$ cat src/rtl/dmem_arbiter_pkg.sv
// Shared definitions for the data-memory arbiter:
// FSM encoding, requester IDs and a grant helper.
package dmem_arbiter_pkg;

  localparam int DATA_W = 32;
  localparam int BE_W   = 4;

  typedef enum logic [1:0] {
    IDLE  = 2'd0,
    ISSUE = 2'd1,
    RESP  = 2'd2
  } state_t;

  typedef enum logic {
    REQ_A = 1'b0,
    REQ_B = 1'b1
  } req_id_t;

  // Collapse a one-hot {B,A} grant into a requester ID.
  function automatic req_id_t gnt_id(input logic [1:0] gnt);
    return gnt[1] ? REQ_B : REQ_A;
  endfunction

endpackage

$ cat src/rtl/dmem_arbiter_rr_arb2.sv
// Two-way round-robin grant: on contention the requester
// that did not win last time is chosen.
module rr_arb2
  import dmem_arbiter_pkg::*;
(
  input  logic       req_a,
  input  logic       req_b,
  input  req_id_t    last,
  output logic [1:0] gnt
);

  // One-hot grant, bit 0 = A, bit 1 = B.
  always_comb begin
    gnt = 2'b00;
    if (req_a && req_b) begin
      gnt = (last == REQ_A) ? 2'b10 : 2'b01;
    end else begin
      gnt = {req_b, req_a};
    end
  end

endmodule

$ cat src/rtl/dmem_arbiter.sv
// Arbitrates two requesters onto four byte-wide memory
// banks; one access every three cycles (IDLE/ISSUE/RESP).
module dmem_arbiter
  import dmem_arbiter_pkg::*;
#(
  parameter int ADDR_WIDTH = 13
) (
  input  logic                  CLK,
  input  logic                  RST,
  input  logic                  A_REQ,
  input  logic                  A_WE,
  input  logic [ADDR_WIDTH-1:0] A_ADDR,
  input  logic [31:0]           A_WDATA,
  input  logic [3:0]            A_BE,
  output logic [31:0]           A_RDATA,
  output logic                  A_ACK,
  input  logic                  B_REQ,
  input  logic                  B_WE,
  input  logic [ADDR_WIDTH-1:0] B_ADDR,
  input  logic [31:0]           B_WDATA,
  input  logic [3:0]            B_BE,
  output logic [31:0]           B_RDATA,
  output logic                  B_ACK,
  output logic [ADDR_WIDTH-1:0] W_ADDR,
  output logic [ADDR_WIDTH-1:0] R_ADDR,
  output logic [3:0]            WRITE_EN,
  output logic [3:0]            READ_EN,
  output logic [31:0]           DIN,
  input  logic [31:0]           DOUT
);

  state_t                state_q, state_d;
  req_id_t               owner_q, owner_d;
  req_id_t               last_q, last_d;
  logic                  we_q, we_d;
  logic [ADDR_WIDTH-1:0] addr_q, addr_d;
  logic [DATA_W-1:0]     wdata_q, wdata_d;
  logic [BE_W-1:0]       be_q, be_d;
  logic [DATA_W-1:0]     a_rdata_q, a_rdata_d;
  logic [DATA_W-1:0]     b_rdata_q, b_rdata_d;
  logic [1:0]            gnt;
  logic                  issue;

  rr_arb2 u_rr (
    .req_a (A_REQ),
    .req_b (B_REQ),
    .last  (last_q),
    .gnt   (gnt)
  );

  // Next state: latch the winner in IDLE, capture read
  // data as ISSUE ends so it is visible throughout RESP.
  always_comb begin
    state_d   = state_q;
    owner_d   = owner_q;
    last_d    = last_q;
    we_d      = we_q;
    addr_d    = addr_q;
    wdata_d   = wdata_q;
    be_d      = be_q;
    a_rdata_d = a_rdata_q;
    b_rdata_d = b_rdata_q;
    unique case (state_q)
      IDLE: begin
        if (|gnt) begin
          state_d = ISSUE;
          owner_d = gnt_id(gnt);
          last_d  = gnt_id(gnt);
          if (gnt[1]) begin
            we_d    = B_WE;
            addr_d  = B_ADDR;
            wdata_d = B_WDATA;
            be_d    = B_BE;
          end else begin
            we_d    = A_WE;
            addr_d  = A_ADDR;
            wdata_d = A_WDATA;
            be_d    = A_BE;
          end
        end
      end
      ISSUE: begin
        state_d = RESP;
        if (!we_q) begin
          if (owner_q == REQ_A) begin
            a_rdata_d = DOUT;
          end else begin
            b_rdata_d = DOUT;
          end
        end
      end
      RESP: begin
        state_d = IDLE;
      end
      default: begin
        state_d = IDLE;
      end
    endcase
  end

  // State and request registers; reset leaves B as last
  // winner so the first contention goes to A.
  always_ff @(posedge CLK or posedge RST) begin
    if (RST) begin
      state_q   <= IDLE;
      owner_q   <= REQ_A;
      last_q    <= REQ_B;
      we_q      <= 1'b0;
      addr_q    <= '0;
      wdata_q   <= '0;
      be_q      <= '0;
      a_rdata_q <= '0;
      b_rdata_q <= '0;
    end else begin
      state_q   <= state_d;
      owner_q   <= owner_d;
      last_q    <= last_d;
      we_q      <= we_d;
      addr_q    <= addr_d;
      wdata_q   <= wdata_d;
      be_q      <= be_d;
      a_rdata_q <= a_rdata_d;
      b_rdata_q <= b_rdata_d;
    end
  end

  // Bank and requester outputs, enables only in ISSUE.
  always_comb begin
    issue    = (state_q == ISSUE);
    WRITE_EN = (issue && we_q) ? be_q : 4'b0000;
    READ_EN  = (issue && !we_q) ? 4'b1111 : 4'b0000;
    DIN      = (issue && we_q) ? wdata_q : '0;
    W_ADDR   = addr_q;
    R_ADDR   = addr_q;
    A_ACK    = (state_q == RESP) && (owner_q == REQ_A);
    B_ACK    = (state_q == RESP) && (owner_q == REQ_B);
    A_RDATA  = a_rdata_q;
    B_RDATA  = b_rdata_q;
  end

endmodule

$ cat config.mk
export PLATFORM = sky130hd
export DESIGN_NAME = dmem_arbiter
export DESIGN_NICKNAME = d
export VERILOG_FILES = /design/src/rtl/dmem_arbiter_pkg.sv /design/src/rtl/dmem_arbiter_rr_arb2.sv /design/src/rtl/dmem_arbiter.sv
export SDC_FILE = /design/constraint.sdc
export NUM_CORES = 1
export LEC_CHECK = 0
export CAP_MARGIN = 25
export CORE_AREA = 8 8 171 133
export CTS_BUF_LIST = sky130_fd_sc_hd__clkbuf_16
export CTS_CLUSTER_SIZE = 40
export DETAILED_ROUTE_END_ITERATION = 10
export DIE_AREA = 0 0 179 141
export DONT_BUFFER_PORTS = 1
export PLACE_DENSITY = 0.49
export REMOVE_ABC_BUFFERS = 1
export SYNTH_ARGS = -nofsm -noshare
export SYNTH_HDL_FRONTEND = slang
export SYNTH_SLANG_ARGS = --single-unit
$ cat constraint.sdc
create_clock -name CLK -period 4.1 [get_ports CLK]
set_input_delay 0.205 -clock CLK [delete_from_list [all_inputs] [get_ports CLK]]
set_output_delay 0.205 -clock CLK [all_outputs]
set_load 0.005 [all_outputs]
## Word level (Yosys, flattened, before mapping)

Index checks and enable logic that the tools add are counted.

| word-level totals | value |
|---|---|
| memory bits (writable) | 0 |
| logic and storage cells | 37 |
| bits in latches | 0 |
| input port bits | 136 |
| memories kept | 0 |
| output and inout bits | 132 |
| ROM bits | 0 |
| bits in registers | 118 |

| cells by class | value |
|---|---|
| multiplexer cells | 12 |
| eq/ne operators | 3 |
| $add $sub $neg | 0 |
| bitwise gates (word level) | 2 |
| multipliers | 0 |
| reduce and logical (&&, ||, !) cells | 11 |
| div/mod/pow operators | 0 |
| $lt $le $gt $ge | 0 |
| shift-type cells | 0 |

Operators with widths:

| cell | count |
|---|---|
| 32-bit 2-to-1 mux | 2 |
| 13-bit 2-to-1 mux | 1 |
| 4-bit 2-to-1 mux | 3 |
| 2-bit 2-to-1 mux | 3 |
| 3-bit AND reduction | 2 |
| 1-bit logical AND | 5 |
| 2-bit one-hot mux with 2 select lines | 1 |
| 2-bit by 1-bit == test with 1-bit output (second input constant) | 1 |
| 2-bit == test (second input constant) | 1 |
| 2-bit logical NOT | 1 |
| 1-bit 2-to-1 mux | 2 |
| 2-bit != test (second input constant) | 1 |
| 1-bit inverter | 2 |
| 2-bit AND reduction | 1 |
| 2-bit OR reduction | 1 |
| 1-bit logical NOT | 1 |

## Logic depth before layout (Yosys ltp)

Gate-level depths: netlist of run 1.

| logic depth | value |
|---|---|
| word-level depth | 5 |
| gate-level depth with buffers | 5 |
| depth with buffers taken out | 3 |

## Cells and area by module

A second synthesis of run 1 with hierarchy kept.

| unflattened totals | value |
|---|---|
| cell total of the unflattened synthesis | 375 |
| area, all modules | 5446.5 sq um |

Modules (own cells, without submodules):

| module | area an instance (sq um) | sequential area each (sq um) | times used | cells each |
|---|---|---|---|---|
| dmem_arbiter | 5427.7 | 2954.1 | 1 | 372 |
| rr_arb2 | 18.8 | 0.0 | 1 | 3 |

## Worst setup path after synthesis of run 1

OpenSTA, ideal clock, no wires.

| path | value |
|---|---|
| kind | register to register |
| start | reg state_q[1] |
| end | reg a_rdata_q[20] (netlist: A_RDATA[20]) |
| slack | 2.456 ns |
| required time | 3.975 ns |
| setup time | 0.125 ns |
| period minus slack after synthesis | 1.644 ns |
| cell stages (with the launch flop) | 6 |
| arrival | 1.519 ns |
| buffers on the path | 2 |
| path through | dfrtp_1 nor3b_2 and2_1 clkbuf_2 buf_6 mux2_2 |

| on the way | value |
|---|---|
| cells in the longest elaborated chain, start to end | 2 |

Ends and longest elaborated chain:

| element | line | source |
|---|---|---|
| from (decl) | dmem_arbiter.sv:32 | `state_t state_q, state_d;` |
| from (signal assigned) | dmem_arbiter.sv:115 | `state_q <= state_d;` |
| 2-bit by 1-bit == test with 1-bit output | dmem_arbiter.sv:63 | `unique case (state_q)` |
| 3-bit AND reduction (no source line) | n/a |  |
| to (signal assigned) | dmem_arbiter.sv:122 | `a_rdata_q <= a_rdata_d;` |
| to (decl) | dmem_arbiter.sv:39 | `logic [DATA_W-1:0] a_rdata_q, a_rdata_d;` |

Every way passes these cells.
A chain may end at the register's enable or synchronous reset.

## Final worst setup path of run 1

| path | value |
|---|---|
| start | reg we_q |
| end | reg a_rdata_q[14] (netlist: A_RDATA[14]) |

| on the way | value |
|---|---|
| cells in the longest elaborated chain, start to end | 2 |

Ends and longest elaborated chain:

| element | line | source |
|---|---|---|
| from (decl) | dmem_arbiter.sv:35 | `logic we_q, we_d;` |
| from (signal assigned) | dmem_arbiter.sv:118 | `we_q <= we_d;` |
| 1-bit inverter (no source line) | n/a |  |
| 3-bit AND reduction (no source line) | n/a |  |

Every way passes these cells.

==> out/results.ini, run 1 <==
[timing]
fmaxAchievable_ghz = 0.391
fin_setup_tns_ns = 0
tightest_slew_ns = 1.06
rsz0062_at_grt = no
hold_viol = 0
max-slew-margin-rel_pct = 29.2
fin_worst_skew_ns = 0.0176
finalMaxSlewViolations = 0
setup_slack_ns = 1.55
fin_crit_sh_pct = 62.3
min_period_ns = 2.55
finalSetupViolCount = 0

[clock_tree]
cts_htree_levels = 4
cts_tree = done
cts_root_buffer = clkbuf_16
clk_pin_slew_ns = 0.06
cts_sinks = 118
clk_latency_ns = 0.42
cts-buffers-inserted = 17
post_cts_resize_count = 0
cts_max_path_buffers = 2

[detailed_routing]
drtIter0Drc = 113
routed_wl_mm = 14.3
post_drt_wl_per_cell_um = 21.6
post-route-drc-count = 0
dr.pass1.iters = 4
ant_nets = 0
vias = 3040
via_per_inst = 4.59

[run_status]
status = complete, no violations

[global_route]
grt_pass1_wl_mm = 21.7
track_usage_pct = 11.2
antenna_found_initial = 0
grt_max_degree = 53
grt_pass1_vias = 3584
overflow = 0

[floorplanning]
initial_core_util_pct = 29.5
fp.dieArea_sq_mm = 0.0252
ios = 268
fp.dieW_um = 179
core-area_sq_mm = 0.0199
rows = 45
dieHeight_um = 141

[cells_and_area]
nFillCells = 1885
num-nets-final = 528
antenna_cells = 0
areaGrowthSynthToFinish_pct = 17.1
stdcell_count = 663
drive_gt1_share_pct = 50.4

[power]
powerDensity_mw_per_mm2 = 812
total_power_mw = 5.58
irDropWorstVdd_mv = 0.362
p_leak_nw = 3.19

[placed_design]
place_inst = 595
dpl.hpwl_mm = 10.1
place_ws_ns = 1.51
gp_congestion = 0.706
port_buffers = 0

[synth]
synth_edf_count = 0
synth_common_cells = dfrtp_1, mux2_4, mux2_2, and3_1, buf_4
synth_area_sq_mm = 0.00587
synthFlopType = dfrtp_1
syn_area_per_cell_sq_um = 15.6
synth.distinct_cells = 23
yosysMostFrequentCell = dfrtp_1
async_reset_ff_share_pct = 100
yosysTopAreaCellShare_pct = 49.9
yosys.area.top_type = dfrtp_1
seq_area_frac_synth_pct = 50.3
synth_seq_cells = 118
synthCells = 376
ys_warn_count = 0
synth_area_leaders = dfrtp_1, mux2_4, mux2_2

[critical_path]
cpPeakStageDelay_ns = 0.76
required_ns = 4.39
start_kind = flip-flop
path_class = flip-flop to flip-flop
crit_fanout = 38
endpoint_kind = flip-flop
critical_path.cell_chain = nor3b_2 > and2_1 > buf_4 > mux2_2
arrival_ns = 2.85
critical-path-slowest-cell = dfrtp_1

[flow_run]
drv_cap = 0

[worst_hold_path]
hold_class = input port to flip-flop

[per-stage QoR]
stage                     hold slack [ns]  util, %  cell area [sq um]
after global routing               0.0388     34.6               6870
after CTS                          0.0373     34.4               6840
final                              0.0573     34.6               6870
after global placement              0.139     29.5               5860
after detailed placement            0.158     29.6               5880
after floorplan                     0.268        -               5490
[routing by layer]
metal,global-route usage [%],part of all wire [%]
met1,12.2,38
met2,17.9,47
met3,6.83,13
met4,3.43,1.1
met5,0,0
[power breakdown]
group | switching (mW) | internal, mW
clock network | 0.587 | 0.972
registers | 0.540 | 1.77
logic | 0.630 | 1.08
[state kept, by name, indices dropped and copies added, names as in the netlist]
signal / flops
R_ADDR: 13
be_q: 4
A_RDATA: 32
state_q: 2
B_RDATA: 32
wdata_q: 32
owner_q: 1
last_q: 1
we_q: 1
[logic make-up after synthesis]
| group | share of synthesized area [%] |
|---|---|
| flops | 50.3 |
| buf+inv | 6.63 |
| mux | 37.7 |
| simple gates | 4.69 |
| compound gates | 0.639 |
[final cells by class]
cell class              count  area [sq um]  area share [%]
well taps                 258           323            4.70
flip-flops and latches    118          2950            43.0
clock inverters            15           193            2.80
clock buffers              17           425            6.19
repair buffers             41           423            6.15
inverters                   2          10.0           0.146
multi-input cells         212          2540            37.0
[cell usage in the layout (no fill, tap or decap)]
master         instances
buf_8                  1
nor2_1                 1
mux2_4                98
o32ai_1                1
clkinvlp_4             1
inv_8                  1
dfrtp_1              117
and2_1                 2
mux2_1                 4
mux2_2                62
dfstp_2                1
a21bo_4                1
inv_6                  5
nor3b_2                1
nor3b_1                2
nor2b_2                1
clkinv_4               4
a21oi_1                1
a31oi_1                1
buf_16                 1
buf_4                  4
inv_1                  1
bufinv_16              3
and3_1                36
clkinv_2               1
inv_4                  1
o21a_4                 1
clkbuf_16             17
dlygate4sd3_1         35
[what timing repair did]
| item | 4_1_cts | 5_1_grt |
|---|---|---|
| endpoints found under the hold margin | 101 | 0 |
| setup buffers | 0 | 0 |
| hold buffers | 35 | 0 |
[critical path: cells and delay by family, from the launching register on]
| family | cells | cell delay [ns] |
|---|---|---|
| multiplexers | 1 | 0.40 |
| AND/OR/NAND/NOR | 2 | 0.85 |
| buffers and inverters | 1 | 0.39 |
| flip-flops | 1 | 0.76 |
[worst paths after layout]
check | endpoint | from | slack (ns) | cells after the start
setup / recovery | A_RDATA[14]$_DFFE_PP0P_ | we_q$_DFFE_PP0P_ | 1.55 | 4
hold / removal | R_ADDR[1]$_DFFE_PP0P_ | A_ADDR[1] | 0.06 | 2
setup reg to reg | A_RDATA[14]$_DFFE_PP0P_ | we_q$_DFFE_PP0P_ | 1.55 | 4
hold reg to reg | wdata_q[7]$_DFFE_PP0P_ | wdata_q[7]$_DFFE_PP0P_ | 0.50 | 1
max in group asynchronous | B_RDATA[30]$_DFFE_PP0P_ | RST | 2.85 | 3
min in group asynchronous | R_ADDR[1]$_DFFE_PP0P_ | RST | 0.31 | 2
No activity file was read; power rests on OpenSTA's default activity.
==> run 2, diff against run 1 <==
Settings changed: PLACE_DENSITY 0.49 to 0.51.
Clock period 4.1 ns to 2.1 ns, I/O delays scaled along.
==> out/results.ini, run 2 <==
[synth]
synth_common_cells = dfrtp_1, mux2_4, mux2_2, and3_1, buf_4  ; unchanged
synth_area_leaders = dfrtp_1, mux2_4, mux2_2  ; unchanged
seq_area_frac_synth_pct = 50.3  ; unchanged
synth_edf_count = 0  ; unchanged
yosys.area.top_type = dfrtp_1  ; unchanged
syn_area_per_cell_sq_um = 15.6  ; unchanged
synthCells = 376  ; unchanged
synth.distinct_cells = 23  ; unchanged
synth_area_sq_mm = 0.00587  ; unchanged
synthFlopType = dfrtp_1  ; unchanged
yosysTopAreaCellShare_pct = 49.9  ; unchanged
async_reset_ff_share_pct = 100  ; unchanged
yosysMostFrequentCell = dfrtp_1  ; unchanged
ys_warn_count = 0  ; unchanged
synth_seq_cells = 118  ; unchanged

[clock_tree]
cts_htree_levels = 4  ; unchanged
cts-buffers-inserted = 17  ; unchanged
cts_root_buffer = clkbuf_16  ; unchanged
post_cts_buffers = 0  ; unchanged
post_cts_resize_count = 0  ; unchanged
cts_sinks = 118  ; unchanged
cts_max_path_buffers = 2  ; unchanged
ctsHoldBuffers = 128  ; was 35

[floorplanning]
initial_core_util_pct = 29.5  ; unchanged
ios = 268  ; unchanged
fp.dieW_um = 179  ; unchanged
rows = 45  ; unchanged
dieHeight_um = 141  ; unchanged

[placed_design]
dpl-instance-area_sq_mm = 0.00599  ; was 0.00588 sq mm
gp_congestion = 0.672  ; was 0.706
port_buffers = 0  ; unchanged
dpl.hpwl_mm = 10.5  ; was 10.1 mm

[run_status]
firstError = [ERROR RSZ-0060] Max buffer count reached.
stop_stage = 4_1_cts
status = aborted with a tool error  ; was complete, no violations

==> run 2: cell counts after synthesis <==
Identical to the previous run, type by type.
==> run 2: per-stage QoR <==
step / setup WS [ns] / hold slack (ns) / instances / util [%]
floorplan: -1.13 / 0.168 / 332 / -
detailed placement: 0.373 / 0.182 / 603 / 30.1
global placement: 0.391 / 0.181 / 603 / 30.1
==> run 2: cells by family after synthesis <==
kind of cell	Yosys count	synth area share, %
muxes	164	37.7
DFF	118	50.3
buffers and inverters	46	6.63
and+or+nand+nor	43	4.69
AOI/OAI and AO/OA	5	0.639
==> run 3, diff against run 2 <==
Settings changed: CORE_AREA 8 8 171 133 to 8 8 181 183, CTS_BUF_LIST sky130_fd_sc_hd__clkbuf_16 to default, CTS_CLUSTER_SIZE 40 to default, DIE_AREA 0 0 179 141 to 0 0 189 191, PLACE_DENSITY 0.51 to default, PLACE_DENSITY_LB_ADDON from default to 0.15.
Clock period 2.1 ns to 2.7 ns, I/O delays scaled along.
==> out/results.ini, run 3 (synthesized netlist as in run 1, its figures left out) <==
[run_status]
status = complete, no violations  ; was aborted with a tool error

[critical_path]
start_kind = flip-flop
r2r-start = last_q$_DFFE_PP1P_
path_class = flip-flop to flip-flop
critPathCapture = R_ADDR[8]$_DFFE_PP0P_
cp-startpoint = last_q$_DFFE_PP1P_
required_ns = 2.99
reg2regPathDepth = 5
endpoint_kind = flip-flop
arrival_ns = 2.78
crit_fanout = 38
rrSetupSlack_ns = 0.20
r2r-end = R_ADDR[8]$_DFFE_PP0P_

[power]
total_power_mw = 8.97
p_leak_nw = 3.64
powerDensity_mw_per_mm2 = 1100
irDropWorstVdd_mv = 0.369

[detailed_routing]
post-route-drc-count = 0
via_per_inst = 3.90
post_drt_wl_per_cell_um = 18.4
routed_wl_mm = 16.6
ant_nets = 0
dr.pass1.iters = 6
drtIter0Drc = 59
vias = 3516

[clock_tree]
cts_htree_levels = 4  ; unchanged
cts_root_buffer = clkbuf_16  ; unchanged
cts-buffers-inserted = 17  ; unchanged
cts_max_path_buffers = 2  ; unchanged
clk_pin_slew_ns = 0.06
cts_tree = done
clk_latency_ns = 0.41
cts_sinks = 118  ; unchanged
post_cts_resize_count = 0  ; unchanged

[placed_design]
gp_congestion = 0.678  ; was 0.672
place_ws_ns = 0.731  ; was 0.373 ns
dpl.hpwl_mm = 11.3  ; was 10.5 mm
port_buffers = 0  ; unchanged

[cells_and_area]
drive_gt1_share_pct = 40.9
final_common_cell = dlygate4sd3_1
mostFrequentLayoutCells = dlygate4sd3_1, dfrtp_1, mux2_4
areaGrowthSynthToFinish_pct = 38.4
antenna_cells = 0
num-nets-final = 630
fin_util_pct = 27.1
nFillCells = 3088

[timing]
finalMaxSlewViolations = 0
max-slew-margin-rel_pct = 48.6
finalSetupViolCount = 0
fmaxAchievable_ghz = 0.401
rsz0062_at_grt = no
fin_setup_tns_ns = 0
fin_crit_sh_pct = 92.4
min_period_ns = 2.50
setup_slack_ns = 0.204
tightest_slew_ns = 0.771
fin_worst_skew_ns = 0.0127
hold_viol = 0

[global_route]
overflow = 0
grt_max_degree = 58
grt_pass1_wl_mm = 26.1
grt_pass1_vias = 4150
track_usage_pct = 9.31
antenna_found_initial = 0

[floorplanning]
fp.dieW_um = 189  ; was 179 um
initial_core_util_pct = 19.5  ; was 29.5%
rows = 64  ; was 45
fp.dieArea_sq_mm = 0.0361
ios = 268  ; unchanged
core-area_sq_mm = 0.0300
dieHeight_um = 191  ; was 141 um

[worst_hold_path]
hold_class = input port to flip-flop

[flow_run]
drv_cap = 0

[run 3: how the worst min path moves through the flow]
stage | from | endpoint | cells past startpoint
6_report | B_WDATA[30] | wdata_q[30]$_DFFE_PP0P_ | 2
5_1_grt | B_WDATA[30] | wdata_q[30]$_DFFE_PP0P_ | 2
4_1_cts | B_WDATA[30] | wdata_q[30]$_DFFE_PP0P_ | 2
3_5_place_dp | RST | A_RDATA[21]$_DFFE_PP0P_ | 1
3_3_place_gp | RST | A_RDATA[17]$_DFFE_PP0P_ | 1
2_1_floorplan | A_REQ | last_q$_DFFE_PP1P_ | 1
[run 3: layout make-up]
class | instances | area, sq um | area share [%]
sequential | 118 | 2950 | 36.4
clock inverter | 12 | 200 | 2.46
clock buffer | 19 | 453 | 5.57
multi-input combinational | 212 | 2540 | 31.3
timing repair buffer | 143 | 1470 | 18.1
tap | 396 | 495 | 6.10
inverter | 2 | 10.0 | 0.123
[run 3: metrics by stage]
stage,instances,cell area (sq um),hold WS [ns]
floorplan,332,5490,0.198
global placement,738,6140,0.205
CTS,902,8130,0.0119
finish,902,8130,0.0377
global route,902,8130,0.00829
detailed placement,738,6140,0.218
[run 3: power by group]
group	switching [mW]	internal [mW]
logic	1.12	1.85
registers	0.759	2.70
clock network	0.868	1.68
total	2.75	6.23
[run 3: timing repair]
| action | CTS | global route |
|---|---|---|
| hold endpoints to repair | 169 | 0 |
| buffers inserted | 0 | 0 |
| hold buffers | 133 | 0 |
[run 3: layer usage]
layer / track usage, % / wire length, um / vias up
li1: - / - / 1554
met1: 10.8 / 6940 / 1751
met2: 14.7 / 7550 / 199
met3: 4.83 / 1940 / 12
met4: 2.98 / 177 / 0
met5: 0 / 0 / -
[run 3: critical path: stages (launching register included)]
cell and delay, ns:
dfstp_2 0.55, a21bo_4 0.32, buf_12 0.31, mux2_4 0.33, dlygate4sd3_1 0.55, mux2_4 0.26
==> run 4, diff against run 3 <==
Settings changed: CAP_MARGIN 25 to 10, CTS_BUF_LIST from default to sky130_fd_sc_hd__clkbuf_8, REMOVE_ABC_BUFFERS 1 to default.
==> out/results.ini, run 4 (synthesized netlist as in run 1, its figures left out) <==
[run_status]
status = complete, no violations  ; unchanged

[detailed_routing]
post-route-drc-count = 0  ; unchanged
via_per_inst = 3.87  ; was 3.90
drtIter0Drc = 170  ; was 59
top_layer = met4  ; unchanged
routed_wl_mm = 17.1  ; was 16.6 mm
vias = 3500  ; was 3,516
post_drt_wl_per_cell_um = 18.9  ; was 18.4 um
ant_nets = 0  ; unchanged
wl_met3_mm = 1.77  ; was 1.94 mm
dr_wl_met2_mm = 8.35  ; was 7.55 mm
dr.pass1.iters = 4  ; was 6
drt-met1-wl_mm = 6.87  ; was 6.94 mm

[placed_design]
dpl-instance-area_sq_mm = 0.00613  ; was 0.00614 sq mm
gp_congestion = 0.688  ; was 0.678
place_ws_ns = 0.668  ; was 0.731 ns
dpl.hpwl_mm = 11.9  ; was 11.3 mm
port_buffers = 0  ; unchanged

[floorplanning]
core-area_sq_mm = 0.0300  ; unchanged
fp.dieArea_sq_mm = 0.0361  ; unchanged
dieHeight_um = 191  ; unchanged
initial_core_util_pct = 19.5  ; unchanged
ios = 268  ; unchanged
fp.dieW_um = 189  ; unchanged
rows = 64  ; unchanged

[clock_tree]
clk_latency_ns = 0.43  ; was 0.41 ns
ctsHoldBuffers = 135  ; was 133
clk_pin_slew_ns = 0.08  ; was 0.06 ns
cts_sinks = 118  ; unchanged
cts_root_buffer = clkbuf_8  ; was clkbuf_16
cts_htree_levels = 4  ; unchanged
post_cts_resize_count = 0  ; unchanged
cts_tree = done  ; unchanged
post_cts_buffers = 0  ; unchanged
cts_max_path_buffers = 2  ; unchanged
cts-buffers-inserted = 17  ; unchanged

[worst_hold_path]
hold_class = input port to flip-flop  ; unchanged

[timing]
fmaxAchievable_ghz = 0.395  ; was 0.401 GHz
finalSetupViolCount = 0  ; unchanged
rsz0062_at_grt = no  ; unchanged
hold_viol = 0  ; unchanged
tightest_slew_ns = 0.726  ; was 0.771 ns
fin_worst_skew_ns = 0.0182  ; was 0.0127 ns
setup_slack_ns = 0.168  ; was 0.204 ns
fin_crit_sh_pct = 93.8  ; was 92.4%
finalMaxSlewViolations = 0  ; unchanged
min_period_ns = 2.53  ; was 2.50 ns
fin_setup_tns_ns = 0  ; unchanged
max-slew-margin-rel_pct = 51.5  ; was 48.6%

[critical_path]
endpoint_kind = flip-flop  ; unchanged
start_kind = flip-flop  ; unchanged
arrival_ns = 2.84  ; was 2.78 ns
crit_fanout = 38  ; unchanged
cp_top_family = buffers and inverters  ; unchanged
crit_buf_inv = 2  ; unchanged
cpPeakStageDelay_ns = 0.58  ; was 0.55 ns
crit_top_cell = mux2_4  ; unchanged
critical_path.cell_chain = a21bo_4 > buf_12 > mux2_4 > dlygate4sd3_1 > mux2_4  ; unchanged
required_ns = 3.01  ; was 2.99 ns
path_class = flip-flop to flip-flop  ; unchanged
critical-path-slowest-cell = dlygate4sd3_1  ; was dfstp_2

[global_route]
overflow = 0  ; unchanged
grt_pass1_wl_mm = 25.9  ; was 26.1 mm
grt_max_degree = 65  ; was 58
track_usage_pct = 9.46  ; was 9.31%
grt_pass1_vias = 4143  ; was 4,150
antenna_found_initial = 0  ; unchanged

[cells_and_area]
num-nets-final = 632  ; was 630
antenna_cells = 0  ; unchanged
finalInstanceArea_sq_mm = 0.00792  ; was 0.00813 sq mm
mostFrequentLayoutCells = dlygate4sd3_1, dfrtp_1, mux2_4  ; unchanged
fin_util_pct = 26.4  ; was 27.1%
areaGrowthSynthToFinish_pct = 34.9  ; was 38.4%
drive_gt1_share_pct = 41.3  ; was 40.9%
final_common_cell = dlygate4sd3_1  ; unchanged

[power]
seqPwrFrac_pct = 41.8  ; was 38.5%
clockPowerShare_pct = 22.3  ; was 28.4%
p_int_mw = 5.48  ; was 6.23 mW
powerDensity_mw_per_mm2 = 1040  ; was 1100 mW/mm^2
power_switching_share_pct = 33.6  ; was 30.6%
irDropWorstVdd_mv = 0.308  ; was 0.369 mV
p_leak_nw = 3.55  ; was 3.64 nW
comb_power_share_pct = 35.9  ; was 33.0%
power_switching_mw = 2.78  ; was 2.75 mW

[flow_run]
drv_cap = 0  ; unchanged

[synth]
synth_nets = 512

[run 4: cell count changes in the layout (fill, tap and decap cells not counted)]
cell           previous run  this run
bufinv_16                 5         3
and2_1                    2         0
inv_4                     1         0
dlygate4sd3_1           133       135
inv_6                     1         3
clkbuf_16                17         0
and2_2                    0         2
clkinv_2                  2         0
inv_8                     0         2
clkinv_4                  1         4
clkbuf_8                  2        18
buf_4                     5         6
buf_12                    5         4
[run 4: worst reg2reg max path, delay by kind of cell, from the launching register on]
family | cells | cell delay, ns
buf+inv | 2 | 0.89
mux | 2 | 0.63
flops | 1 | 0.56
compound gates | 1 | 0.33
[run 4: layout make-up]
type	instances	area (sq um)
timing repair buffer	145	1480
fill	3107	22100
clock inverter	14	189
tap	396	495
sequential	118	2950
multi-input combinational	212	2550
inverter	2	11.3
clock buffer	18	248
[run 4: path summary, 6_finish.rpt]
check | startpoint | end | slack, ns | depth (start not counted)
min | A_REQ | state_q[0]$_DFFE_PP0P_ | 0.18 | 1
max in group asynchronous | RST | A_RDATA[11]$_DFFE_PP0P_ | 2.07 | 3
max reg2reg | last_q$_DFFE_PP1P_ | we_q$_DFFE_PP0P_ | 0.17 | 5
max | last_q$_DFFE_PP1P_ | we_q$_DFFE_PP0P_ | 0.17 | 5
min in group asynchronous | RST | wdata_q[18]$_DFFE_PP0P_ | 0.31 | 3
min reg2reg | wdata_q[5]$_DFFE_PP0P_ | wdata_q[5]$_DFFE_PP0P_ | 0.51 | 1
[run 4: stage by stage]
stage | std cells | hold WS [ns] | total power [mW]
2_1_floorplan | 376 | 0.198 | 5.73
4_1_cts | 905 | 0.143 | 8.48
3_5_place_dp | 738 | 0.163 | 6.29
3_3_place_gp | 738 | 0.156 | 6.24
5_1_grt | 905 | 0.153 | 8.84
6_report | 905 | 0.184 | 8.26
[run 4: power groups by stage]
stage | logic (mW) | registers, mW | clock network [mW]
6_report | 2.96 | 3.46 | 1.84
3_5_place_dp | 2.76 | 3.52 | 0
2_1_floorplan | 2.55 | 3.18 | 0
3_3_place_gp | 2.70 | 3.54 | 0
4_1_cts | 3.03 | 3.50 | 1.95
5_1_grt | 3.20 | 3.63 | 2.02
[run 4: metal layers]
layer  vias to the layer above  global-route usage, %
met1                      1751                   10.5
met2                       176                   15.8
met4                         0                   2.71
li1                       1563                      -
met3                        10                   4.72
met5                         -                      0
